==> src/rtl/stopwatch_core_pkg.sv <==
// Shared definitions for the stopwatch: run-state encoding and
// active-low seven-segment patterns ordered {g,f,e,d,c,b,a}.
package stopwatch_core_pkg;

  typedef enum logic {
    PAUSED  = 1'b0,
    RUNNING = 1'b1
  } run_state_t;

  localparam logic [6:0] SEG_0     = 7'b1000000;
  localparam logic [6:0] SEG_1     = 7'b1111001;
  localparam logic [6:0] SEG_2     = 7'b0100100;
  localparam logic [6:0] SEG_3     = 7'b0110000;
  localparam logic [6:0] SEG_4     = 7'b0011001;
  localparam logic [6:0] SEG_5     = 7'b0010010;
  localparam logic [6:0] SEG_6     = 7'b0000010;
  localparam logic [6:0] SEG_7     = 7'b1111000;
  localparam logic [6:0] SEG_8     = 7'b0000000;
  localparam logic [6:0] SEG_9     = 7'b0010000;
  localparam logic [6:0] SEG_BLANK = 7'b1111111;

endpackage

==> src/rtl/stopwatch_core_seg7_decoder.sv <==
// BCD digit to active-low seven-segment pattern; non-decimal codes blank.
module seg7_decoder
  import stopwatch_core_pkg::*;
(
  input  logic [3:0] bcd,
  output logic [6:0] seg
);

  // Pure lookup, no state.
  always_comb begin
    seg = SEG_BLANK;
    case (bcd)
      4'd0: seg = SEG_0;
      4'd1: seg = SEG_1;
      4'd2: seg = SEG_2;
      4'd3: seg = SEG_3;
      4'd4: seg = SEG_4;
      4'd5: seg = SEG_5;
      4'd6: seg = SEG_6;
      4'd7: seg = SEG_7;
      4'd8: seg = SEG_8;
      4'd9: seg = SEG_9;
      default: seg = SEG_BLANK;
    endcase
  end

endmodule

==> src/rtl/stopwatch_core.sv <==
// MM:SS stopwatch with pause toggle, 2 Hz field adjust and registered
// active-low seven-segment cathode outputs.
module stopwatch_core
  import stopwatch_core_pkg::*;
#(
  parameter int MAX_MIN = 59
) (
  input  logic       clk,
  input  logic       rst,
  input  logic       one_hz_tick,
  input  logic       two_hz_tick,
  input  logic       pause_pulse,
  input  logic       adj,
  input  logic       sel,
  output logic [6:0] tenth_min_cath,
  output logic [6:0] ones_min_cath,
  output logic [6:0] tenth_sec_cath,
  output logic [6:0] ones_sec_cath,
  output logic       running
);

  localparam logic [3:0] MIN_T_MAX = 4'(MAX_MIN / 10);
  localparam logic [3:0] MIN_O_MAX = 4'(MAX_MIN % 10);

  run_state_t state_q, state_d;
  logic [3:0] min_t, min_o, sec_t, sec_o;
  logic [3:0] min_t_d, min_o_d, sec_t_d, sec_o_d;
  logic       cnt_en, adj_sec, adj_min, sec_wrap, min_wrap;
  logic [6:0] seg_min_t_p0, seg_min_o_p0, seg_sec_t_p0, seg_sec_o_p0;

  // Run-state register; reset always lands in PAUSED.
  always_ff @(posedge clk or posedge rst) begin
    if (rst) state_q <= PAUSED;
    else     state_q <= state_d;
  end

  // Pause toggling; a tick in the same cycle still sees the old state_q.
  always_comb begin
    state_d = state_q;
    if (pause_pulse) state_d = (state_q == RUNNING) ? PAUSED : RUNNING;
  end

  assign running = (state_q == RUNNING);

  // Increment qualifiers: counting carries into minutes, adjusting never does.
  assign cnt_en   = !adj && (state_q == RUNNING) && one_hz_tick;
  assign adj_sec  = adj && two_hz_tick && sel;
  assign adj_min  = adj && two_hz_tick && !sel;
  assign sec_wrap = (sec_t == 4'd5) && (sec_o == 4'd9);
  assign min_wrap = (min_t == MIN_T_MAX) && (min_o == MIN_O_MAX);

  // Next BCD time value.
  always_comb begin
    min_t_d = min_t;
    min_o_d = min_o;
    sec_t_d = sec_t;
    sec_o_d = sec_o;
    if (cnt_en || adj_sec) begin
      if (sec_o == 4'd9) begin
        sec_o_d = 4'd0;
        sec_t_d = (sec_t == 4'd5) ? 4'd0 : sec_t + 4'd1;
      end else begin
        sec_o_d = sec_o + 4'd1;
      end
    end
    if ((cnt_en && sec_wrap) || adj_min) begin
      if (min_wrap) begin
        min_t_d = 4'd0;
        min_o_d = 4'd0;
      end else if (min_o == 4'd9) begin
        min_o_d = 4'd0;
        min_t_d = min_t + 4'd1;
      end else begin
        min_o_d = min_o + 4'd1;
      end
    end
  end

  // BCD time registers, cleared asynchronously so an in-flight tick is lost.
  always_ff @(posedge clk or posedge rst) begin
    if (rst) begin
      min_t <= 4'd0;
      min_o <= 4'd0;
      sec_t <= 4'd0;
      sec_o <= 4'd0;
    end else begin
      min_t <= min_t_d;
      min_o <= min_o_d;
      sec_t <= sec_t_d;
      sec_o <= sec_o_d;
    end
  end

  // ---- stage p0: combinational digit decode ----
  seg7_decoder u_dec_min_t (.bcd(min_t), .seg(seg_min_t_p0));
  seg7_decoder u_dec_min_o (.bcd(min_o), .seg(seg_min_o_p0));
  seg7_decoder u_dec_sec_t (.bcd(sec_t), .seg(seg_sec_t_p0));
  seg7_decoder u_dec_sec_o (.bcd(sec_o), .seg(seg_sec_o_p0));

  // ---- stage p1: registered cathodes, showing "0" while in reset ----
  always_ff @(posedge clk or posedge rst) begin
    if (rst) begin
      tenth_min_cath <= SEG_0;
      ones_min_cath  <= SEG_0;
      tenth_sec_cath <= SEG_0;
      ones_sec_cath  <= SEG_0;
    end else begin
      tenth_min_cath <= seg_min_t_p0;
      ones_min_cath  <= seg_min_o_p0;
      tenth_sec_cath <= seg_sec_t_p0;
      ones_sec_cath  <= seg_sec_o_p0;
    end
  end

endmodule

==> config.mk <==
export PLATFORM = sky130hd
export DESIGN_NAME = stopwatch_core
export DESIGN_NICKNAME = d
export VERILOG_FILES = /design/src/rtl/stopwatch_core_pkg.sv /design/src/rtl/stopwatch_core_seg7_decoder.sv /design/src/rtl/stopwatch_core.sv
export SDC_FILE = /design/constraint.sdc
export NUM_CORES = 1
export LEC_CHECK = 0
export CAP_MARGIN = 20
export CORE_UTILIZATION = 40
export CTS_CLUSTER_DIAMETER = 80
export DETAILED_ROUTE_END_ITERATION = 6
export DONT_BUFFER_PORTS = 1
export PLACE_DENSITY = 0.62
export SLEW_MARGIN = 5
export SYNTH_ARGS = -nofsm -noshare
export SYNTH_HDL_FRONTEND = slang
export SYNTH_HIERARCHICAL = 1
export SYNTH_SLANG_ARGS = --single-unit
==> constraint.sdc <==
create_clock -name clk -period 2 [get_ports clk]
set_input_delay 0.4 -clock clk [delete_from_list [all_inputs] [get_ports clk]]
set_output_delay 0.4 -clock clk [all_outputs]
set_load 0.05 [all_outputs]
==> run summary <==
CTS tree: done
Max Slew Vio Count: 0
TritonCTS buffer count: 5
Vias in the first global route: 1578
Final ANT Viol Nets: 0
Flip-flop and latch count after synthesis: 45
Slew HR: 64.7%
Grt total ovfl: 0
Final Core Density: 45.0%
Crit path from: sec_o[0]
CP required: 2190 ps
DRC violations left: 0
Status: complete, no violations
Final Hold Viols: 0
Grt met1 use: 16.2%
Post_cts resized: 0
Leading cell type by number of instances after synthesis: dfrtp_1
Post-CTS setup buffer count: 0
Num ports: 36
Crit start category: flop
Crit. End Element: flop
Tmin final: 1720 ps
Worst-Skew Late Latency: 300 ps
Largest net degree at the start of global routing: 26
Final wirelength: 3930 um
Top cell type's share of synthesized area: 42.0%
Vias per cell: 4.89
Synth Area per Inst: 9.85 sq um
Post-DP HPWL: 2800 um
Clk slew on worst S/H paths: 90 ps
Via count: 1630
Top post-synthesis cells by count: dfrtp_1, o21ai_0, nor2_1
Max_cap viols: 0
Layout area overhead: 9.01%
Sequential fraction of the synthesis area: 46.3%
Crit path max fanout: 11
Worst EP arrival: 1910 ps
Die outline area: 6430 sq um
Initial Util: 41.3%
Register-to-Register Path Depth: 5
Distinct cell type count after synthesis: 35
Row count: 28
Primary FF master, synth: dfrtp_1
Clk sinks: 45
Min-Delay Path Class: in2async
Slew @ Worst Pin: 529 ps
Leading area contributor after synthesis: dfrtp_1
Number of DRC markers in iteration 0: 41
Setup TNS: 0 ps
Share of cells above drive strength 1: 12.8%
Clock tree root buffer cell: clkbuf_8
Iteration count of the initial detailed-routing pass: 4
Fillers: 582
Clock Tree Buf Depth: 2
DP Area: 2540 sq um
Number of diodes: 0
Crit share post-route: 86.2%
Routability Congestion: 0.766
Htree depth: 2
First-pass GRT wire length: 7110 um
Post-route cell area: 2660 sq um
Unrepaired setup endpoints after global routing: false
Ys Warns: 6
M3 GR Usage: 3.98%
Final setup fails: 0
Leading post-synthesis cells by cell area: dfrtp_1, ha_1, o21ai_0
Post-synth EDFFs: 0
Initial antenna violation count: 0
Hold_buf cts: 0
IO buf count: 0
Die H: 80.2 um
Chip width: 80.2 um
FFs w/ async S/R, synth: 100%
Critical path class: reg2reg
GRT busiest layer: met2
Nets: 288
GRT Resource Usage Total: 14.3%
Post-synth net total: 279
Post-Synthesis Cell Area: 2440 sq um
Capturing point of the worst reg2reg path: min_t[1]
Met2 usage: 25.3%
FF-to-FF Start: sec_o[0]
DR WL/cell: 11.8 um
Setup Skew: 7.87 ps
Highest clock rate: 580 MHz
Core Area: 5920 sq um
Mapped Cells: 248
Flop-to-flop setup slack: 280 ps
-- layer usage --
layer	vias up	share of wire (%)
met1	756	46
met5	-	0
met3	8	3.3
met2	23	49
met4	0	1.6
li1	843	-
-- cells in the final DEF, fill, tap and decap left out, drive strengths merged, types with 2 or more instances in the layout --
cell type / count
a31oi: 5
nor2: 25
mux2: 4
a21oi: 14
nor2b: 2
inv: 17
and3b: 3
o21ai: 35
or2: 4
buf: 11
nand3: 3
ha: 24
dfrtp: 41
and4bb: 2
xnor2: 3
or2b: 4
nand2b: 19
nand2: 15
clkbuf: 6
nand4: 2
dfstp: 4
nor3: 2
-- area by class of cell --
| type | count | area [sq um] | area share, % |
|---|---|---|---|
| clock buffer | 6 | 82.6 | 3.10 |
| clock inverter | 2 | 37.5 | 1.41 |
| inverter | 17 | 63.8 | 2.40 |
| multi-input combinational | 177 | 1170 | 44.0 |
| sequential | 45 | 1130 | 42.5 |
| tap | 75 | 93.8 | 3.52 |
| timing repair buffer | 11 | 82.6 | 3.10 |
-- critical path, cell delays in order, from the launching register on --
cell	delay, ps
dfrtp_1	490
and4bb_2	280
a31oi_1	150
buf_4	190
nand2b_1	170
mux2_2	340
-- metrics by stage --
stage | hold slack [ps] | instances | worst slack, ps
after floorplan | 487 | 248 | 177
after global placement | 365 | 325 | 323
after detailed placement | 368 | 325 | 287
after CTS | 29.3 | 333 | 263
after global routing | 40.7 | 333 | 140
final | 8.31 | 333 | 276
-- worst max-delay path by stage --
| stage | endpoint | depth (start not counted) |
|---|---|---|
| after floorplan | min_o[3] | 5 |
| after global placement | min_t[0] | 5 |
| after detailed placement | min_t[0] | 5 |
| after CTS | min_t[1] | 5 |
| after global routing | min_t[1] | 5 |
| final | min_t[1] | 5 |
-- state kept, by name, indices dropped and copies added (netlist names) --
signal / flops
ones_sec_cath: 7
sec_t: 4
min_o: 4
min_t: 4
tenth_sec_cath: 7
ones_min_cath: 7
sec_o: 4
tenth_min_cath: 7
running: 1
-- kinds of logic after synthesis --
group                      after synthesis  synth area share, %
and+or+nand+nor                         86                 18.9
xor gates and xnor gates                 4                 1.43
buffers and inverters                   26                 5.73
DFF                                     45                 46.3
AOI/OAI and AO/OA                       59                 13.5
muxes                                    4                 1.84
adders and majority gates               24                 12.3
Power is not shown: default switching activity piles up to over one toggle a cycle in this logic, so the estimate is an artifact.
